==> src/rtl/keypad_pkg.sv <==
// Shared types, key map and small bit-test helpers for the 4x4 keypad scanner.
package keypad_pkg;

  typedef enum logic [1:0] {
    SCAN,
    HOLD,
    PRESSED,
    RELEASE
  } scan_state_t;

  // Nibble (row*4 + col) holds the hex code: 1 2 3 A / 4 5 6 B / 7 8 9 C / E 0 F D
  localparam logic [63:0] KEYMAP = 64'hDF0E_C987_B654_A321;

  function automatic logic is_onehot4(input logic [3:0] v);
    return (v != 4'b0000) && ((v & (v - 4'd1)) == 4'b0000);
  endfunction

  function automatic logic col_single_active(input logic [3:0] col);
    return is_onehot4(~col);
  endfunction

  function automatic logic [1:0] onehot_index(input logic [3:0] v);
    logic [1:0] idx;
    idx = 2'd0;
    for (int i = 0; i < 4; i++) begin
      if (v[i]) idx = i[1:0];
    end
    return idx;
  endfunction

  function automatic logic [3:0] keymap_code(input logic [1:0] row, input logic [1:0] col);
    return KEYMAP[{row, col, 2'b00} +: 4];
  endfunction

endpackage

==> src/rtl/keypad_col_sync.sv <==
// Two-flop synchronizer for the asynchronous active-low keypad columns.
module keypad_col_sync (
  input  logic       clk,
  input  logic       rst,
  input  logic [3:0] col_n,
  output logic [3:0] col_sync
);

  logic [3:0] meta_reg;

  // Reset to all-high so an idle keypad is seen immediately.
  always_ff @(posedge clk) begin
    if (rst) begin
      meta_reg <= 4'b1111;
      col_sync <= 4'b1111;
    end else begin
      meta_reg <= col_n;
      col_sync <= meta_reg;
    end
  end

endmodule

==> src/rtl/keypad_scan_ctrl.sv <==
// Row scanner / keypress sequencer: freezes on a single active column, turns each
// debouncer validation into one key_code pulse and waits for a clean release.
module keypad_scan_ctrl
  import keypad_pkg::*;
#(
  parameter int SETTLE_CYCLES  = 3,
  parameter int RELEASE_CYCLES = 30000,
  parameter int CNT_W          = 15
) (
  input  logic       clk,
  input  logic       rst,
  input  logic [3:0] col_n,
  input  logic       key_valid,
  input  logic [3:0] key_row,
  input  logic [3:0] key_col,
  output logic [3:0] row_n,
  output logic       key_detected,
  output logic [3:0] row_idx,
  output logic [3:0] col_sync,
  output logic       new_key,
  output logic [3:0] key_code,
  output logic [3:0] digit_new,
  output logic [3:0] digit_old
);

  localparam logic [CNT_W-1:0] SETTLE_LAST  = CNT_W'(SETTLE_CYCLES - 1);
  localparam logic [CNT_W-1:0] RELEASE_LAST = CNT_W'(RELEASE_CYCLES - 1);
  localparam logic [CNT_W-1:0] CNT_ONE      = CNT_W'(1);

  scan_state_t      state_reg;
  logic [CNT_W-1:0] cnt_reg;
  logic             key_valid_q;

  logic       col_idle;
  logic       col_single;
  logic       valid_rise;
  logic       valid_fall;
  logic       key_ok;
  logic [3:0] press_code;

  keypad_col_sync u_col_sync (
    .clk      (clk),
    .rst      (rst),
    .col_n    (col_n),
    .col_sync (col_sync)
  );

  for (genvar gi = 0; gi < 4; gi++) begin : g_row_drive
    assign row_n[gi] = ~row_idx[gi];
  end

  assign col_idle   = (col_sync == 4'b1111);
  assign col_single = col_single_active(col_sync);
  assign valid_rise = key_valid & ~key_valid_q;
  assign valid_fall = ~key_valid & key_valid_q;
  assign key_ok     = is_onehot4(key_row) & is_onehot4(key_col);
  assign press_code = keymap_code(onehot_index(key_row), onehot_index(key_col));

  always_ff @(posedge clk) begin
    if (rst) begin
      state_reg    <= SCAN;
      cnt_reg      <= '0;
      key_valid_q  <= 1'b0;
      row_idx      <= 4'b0001;
      key_detected <= 1'b0;
      new_key      <= 1'b0;
      key_code     <= 4'h0;
      digit_new    <= 4'h0;
      digit_old    <= 4'h0;
    end else begin
      key_valid_q <= key_valid;
      new_key     <= 1'b0;
      case (state_reg)
        SCAN: begin
          if (cnt_reg == SETTLE_LAST) begin
            if (col_single) begin
              state_reg    <= HOLD;
              key_detected <= 1'b1;
            end else begin
              row_idx <= {row_idx[2:0], row_idx[3]};
              cnt_reg <= '0;
            end
          end else begin
            cnt_reg <= cnt_reg + CNT_ONE;
          end
        end
        HOLD: begin
          // A validation wins over a simultaneous release so the press is not lost.
          if (valid_rise && key_ok) begin
            new_key      <= 1'b1;
            key_code     <= press_code;
            digit_old    <= digit_new;
            digit_new    <= press_code;
            key_detected <= ~col_idle;
            state_reg    <= PRESSED;
          end else if (col_idle) begin
            key_detected <= 1'b0;
            cnt_reg      <= '0;
            state_reg    <= SCAN;
          end
        end
        PRESSED: begin
          if (valid_fall) begin
            key_detected <= 1'b0;
            cnt_reg      <= '0;
            state_reg    <= RELEASE;
          end else begin
            key_detected <= ~col_idle;
          end
        end
        RELEASE: begin
          if (!col_idle) begin
            cnt_reg <= '0;
          end else if (cnt_reg == RELEASE_LAST) begin
            row_idx   <= {row_idx[2:0], row_idx[3]};
            cnt_reg   <= '0;
            state_reg <= SCAN;
          end else begin
            cnt_reg <= cnt_reg + CNT_ONE;
          end
        end
        default: state_reg <= SCAN;
      endcase
    end
  end

endmodule
==> config.mk <==
export PLATFORM = sky130hd
export DESIGN_NAME = keypad_scan_ctrl
export DESIGN_NICKNAME = d
export VERILOG_FILES = /design/src/rtl/keypad_pkg.sv /design/src/rtl/keypad_col_sync.sv /design/src/rtl/keypad_scan_ctrl.sv
export SDC_FILE = /design/constraint.sdc
export NUM_CORES = 1
export LEC_CHECK = 0
export BUFFER_PORTS_ARGS = -buffer_cell sky130_fd_sc_hd__buf_2
export CAP_MARGIN = 20
export CORE_MARGIN = 5
export CORE_UTILIZATION = 40
export DETAILED_ROUTE_END_ITERATION = 10
export SLEW_MARGIN = 15
export SYNTH_ARGS = -nofsm -noshare
export SYNTH_HDL_FRONTEND = slang
export SYNTH_SLANG_ARGS = --single-unit
==> constraint.sdc <==
create_clock -name clk -period 2.2 [get_ports clk]
set_clock_uncertainty 0.1 [all_clocks]
set_input_delay 0.11 -clock clk [delete_from_list [all_inputs] [get_ports clk]]
set_output_delay 0.11 -clock clk [all_outputs]
set_load 0.02 [all_outputs]
==> results.md <==
* Outcome: finished clean
* Largest net degree at the start of global routing at 41
* Dpl hpwl at 3471 um
* Avg Cell Area, Syn at 8.458 um2
* Remaining DRCs at 0
* Reg clk slew, reported paths at around 0.080 ns
* Rows at 26
* Placed Instances at 378
* Critical Path Start: cnt_reg[14]
* Routed length per instance at about 13 um
* H-tree depth at 2
* Synth unique cells at 46
* Starting density of the core at a little over two fifths
* Cts bufs inserted at 5
* Period utilization at 96.49%
* Largest vdd supply drop at 0.6471 mV
* Max-cap viol count at 0
* Drt initial violations at 162
* Worst R2R Start: cnt_reg[14]
* Fin util at between 50 and 60%
* PortBufs at 40
* FF+latch area at around 810 um2
* Crit path DAT at 2.18 ns
* Fin area at 2892 um2
* Worst EP required at 2.26 ns
* Chip width at 83.86 um
* Number of flops mapped to enable cells by yosys at 0
* Syn nets at between 200 and 300
* Peak Freq at 471.1 MHz
* Most common flop cell mapped by yosys: dfxtp_1
* Layout cell share with drive strength beyond 1 at around a third
* Min-delay src: key_row[3]
* Core area at 5205 um2
* Final ANT Viol Nets at 0
* Fin. Hold Viols at 0
* Total grt overflow at 0
* Cell Area, Synth at ~2200 um2
* Crit-path max FO at 5
* First-pass GRT wire length at 8832 um
* Most frequent cells in the layout: buf_2, dfxtp_1, nor2_1
* Tot Pwr at 2.551 mW
* Setup CP Type: flop to flop
* Worst-Skew Late Latency at 0.30 ns
* Maximum root-to-sink buffer count at 2
* Top Ports at 41
* Layout area overhead at 32.51%
* Largest register FFs at 15
* Leakage at 1.212 nW
* Ys Warns at 0
* Fillers at approximately 490
* Max_slew headroom at 51.47%
* Total track usage at 14.91%
* Slew Viols, Final at 0
* DP Worst Slack at 0.008232 ns
* Critical path startpoint category: flop
* Seq cells post-synth at 40
* GPL Wtd Cong at 0.7965
* CP endpoint kind: flop
* DIE AREA at 7033 um2
* Root Buffer: clkbuf_8
* Setup WS post-layout at 0.07719 ns
* Commonest non-fill, non-tap cell in the layout: buf_2
* Final setup violation count at 0
* Pwr Density at 882.4 nW/um2
* Clock Sinks at 40
* Area of the multi-input gates at 1366 um2
* Drt via density at 5.259
* Die Y at around 84 um
* Seq/Total Area, Yosys at 36.70%
* Worst min-delay path class: input pin to flop
* TritonCTS clock tree: built
* Fin crit period at 2.123 ns
* DRT Wirelength at 5204 um
* Vias in the first global route at 2,035
* Post-layout nets at 351
* Post-synthesis cell count at about 260
* Async SR Flop Fraction at 0%
* DP Area at 2601 um2
* First-pass iteration count of the detailed router at 4
* Slew @ Worst Pin at 0.7280 ns
* Vias at 2,072
* Antenna Cells at 0
* Layout Cells excl Fill at 394
* Initial antenna violation count at 0
## where the power goes
part	switching (mW)	internal [mW]	leakage (nW)
clock network	0.245	0.279	0.0503
registers	0.0590	0.801	0.326
logic	0.619	0.548	0.836
total	0.923	1.63	1.21
## kinds of logic (layout without fill, tap and decap cells)
group | after synthesis | in the layout | synth area share (%)
AND/OR/NAND/NOR | 100 | 100 | 26.38
buffers and inverters | 28 | 94 | 5.676
multiplexers | 12 | 12 | 5.505
AO/OA/AOI/OAI | 62 | 62 | 17.26
adder cells (fa/ha/maj) | 12 | 12 | 6.881
flip-flops | 40 | 40 | 36.70
XOR/XNOR | 4 | 4 | 1.605
## area by class of cell
type | count | area share, %
Timing Repair Buffer | 75 | 16.70
Inverter | 12 | 1.558
Clock buffer | 7 | 3.332
Tap cell | 70 | 3.029
Sequential cell | 40 | 28.13
Multi-Input combinational cell | 190 | 47.25
## critical path, cell delays in order, from the launching register on
cell and delay, ns:
dfxtp_1 0.35, nor4_2 0.32, nand4_1 0.20, buf_4 0.19, a22oi_2 0.35, buf_4 0.22, a21oi_1 0.04, o21ai_0 0.14
a21oi_1 0.08
## layer usage
layer,track usage [%],up-vias,wire [um]
met1,19.52,963,2506
met5,0,-,0
met4,7.018,0,106
met3,2.764,10,266
met2,23.57,48,2325
li1,-,1051,-
## metrics by stage
stage | hold WS, ns | setup TNS (ns)
floorplan | 0.1138 | 0
global placement | 0.1913 | 0
detailed placement | 0.1974 | 0
CTS | 0.2494 | 0
global route | 0.2968 | -0.3646
finish | 0.2512 | 0
## worst paths after layout
| path | endpoint | slack [ns] | cells past startpoint |
|---|---|---|---|
| setup / recovery | cnt_reg[13] | 0.08 | 8 |
| hold / removal | digit_new[2] | 0.25 | 5 |
| setup reg to reg | cnt_reg[13] | 0.08 | 8 |
| hold reg to reg | u_col_sync.col_sync[0] | 0.31 | 1 |
## cells in the mapped netlist, types with 4 or more instances
master     n  area (um2)
nand4_1    4       25.02
nand3_1    6       30.03
mux2i_1   12       120.1
o21ai_0   17       85.08
buf_4      4       30.03
a211oi_1   5       37.54
or2_2      8       50.05
xnor2_1    4       35.03
nand2_1    7       26.28
inv_1     12       45.04
ha_1      12       150.1
nand3b_1   5       37.54
a21oi_1   23       115.1
clkbuf_1   8       30.03
dfxtp_1   40       800.8
and3_1     4       25.02
nor2_1    29       108.9
nand4b_1   5       43.79
nor2b_1    8       50.05
## repair_timing
item	CTS	global route
resized for setup	0	38
hold buffers	5	0
buffers inserted	0	2
endpoints found under the setup margin	0	21
endpoints found under the hold margin	5	0
Note: power is estimated with default switching activity, not from simulation.
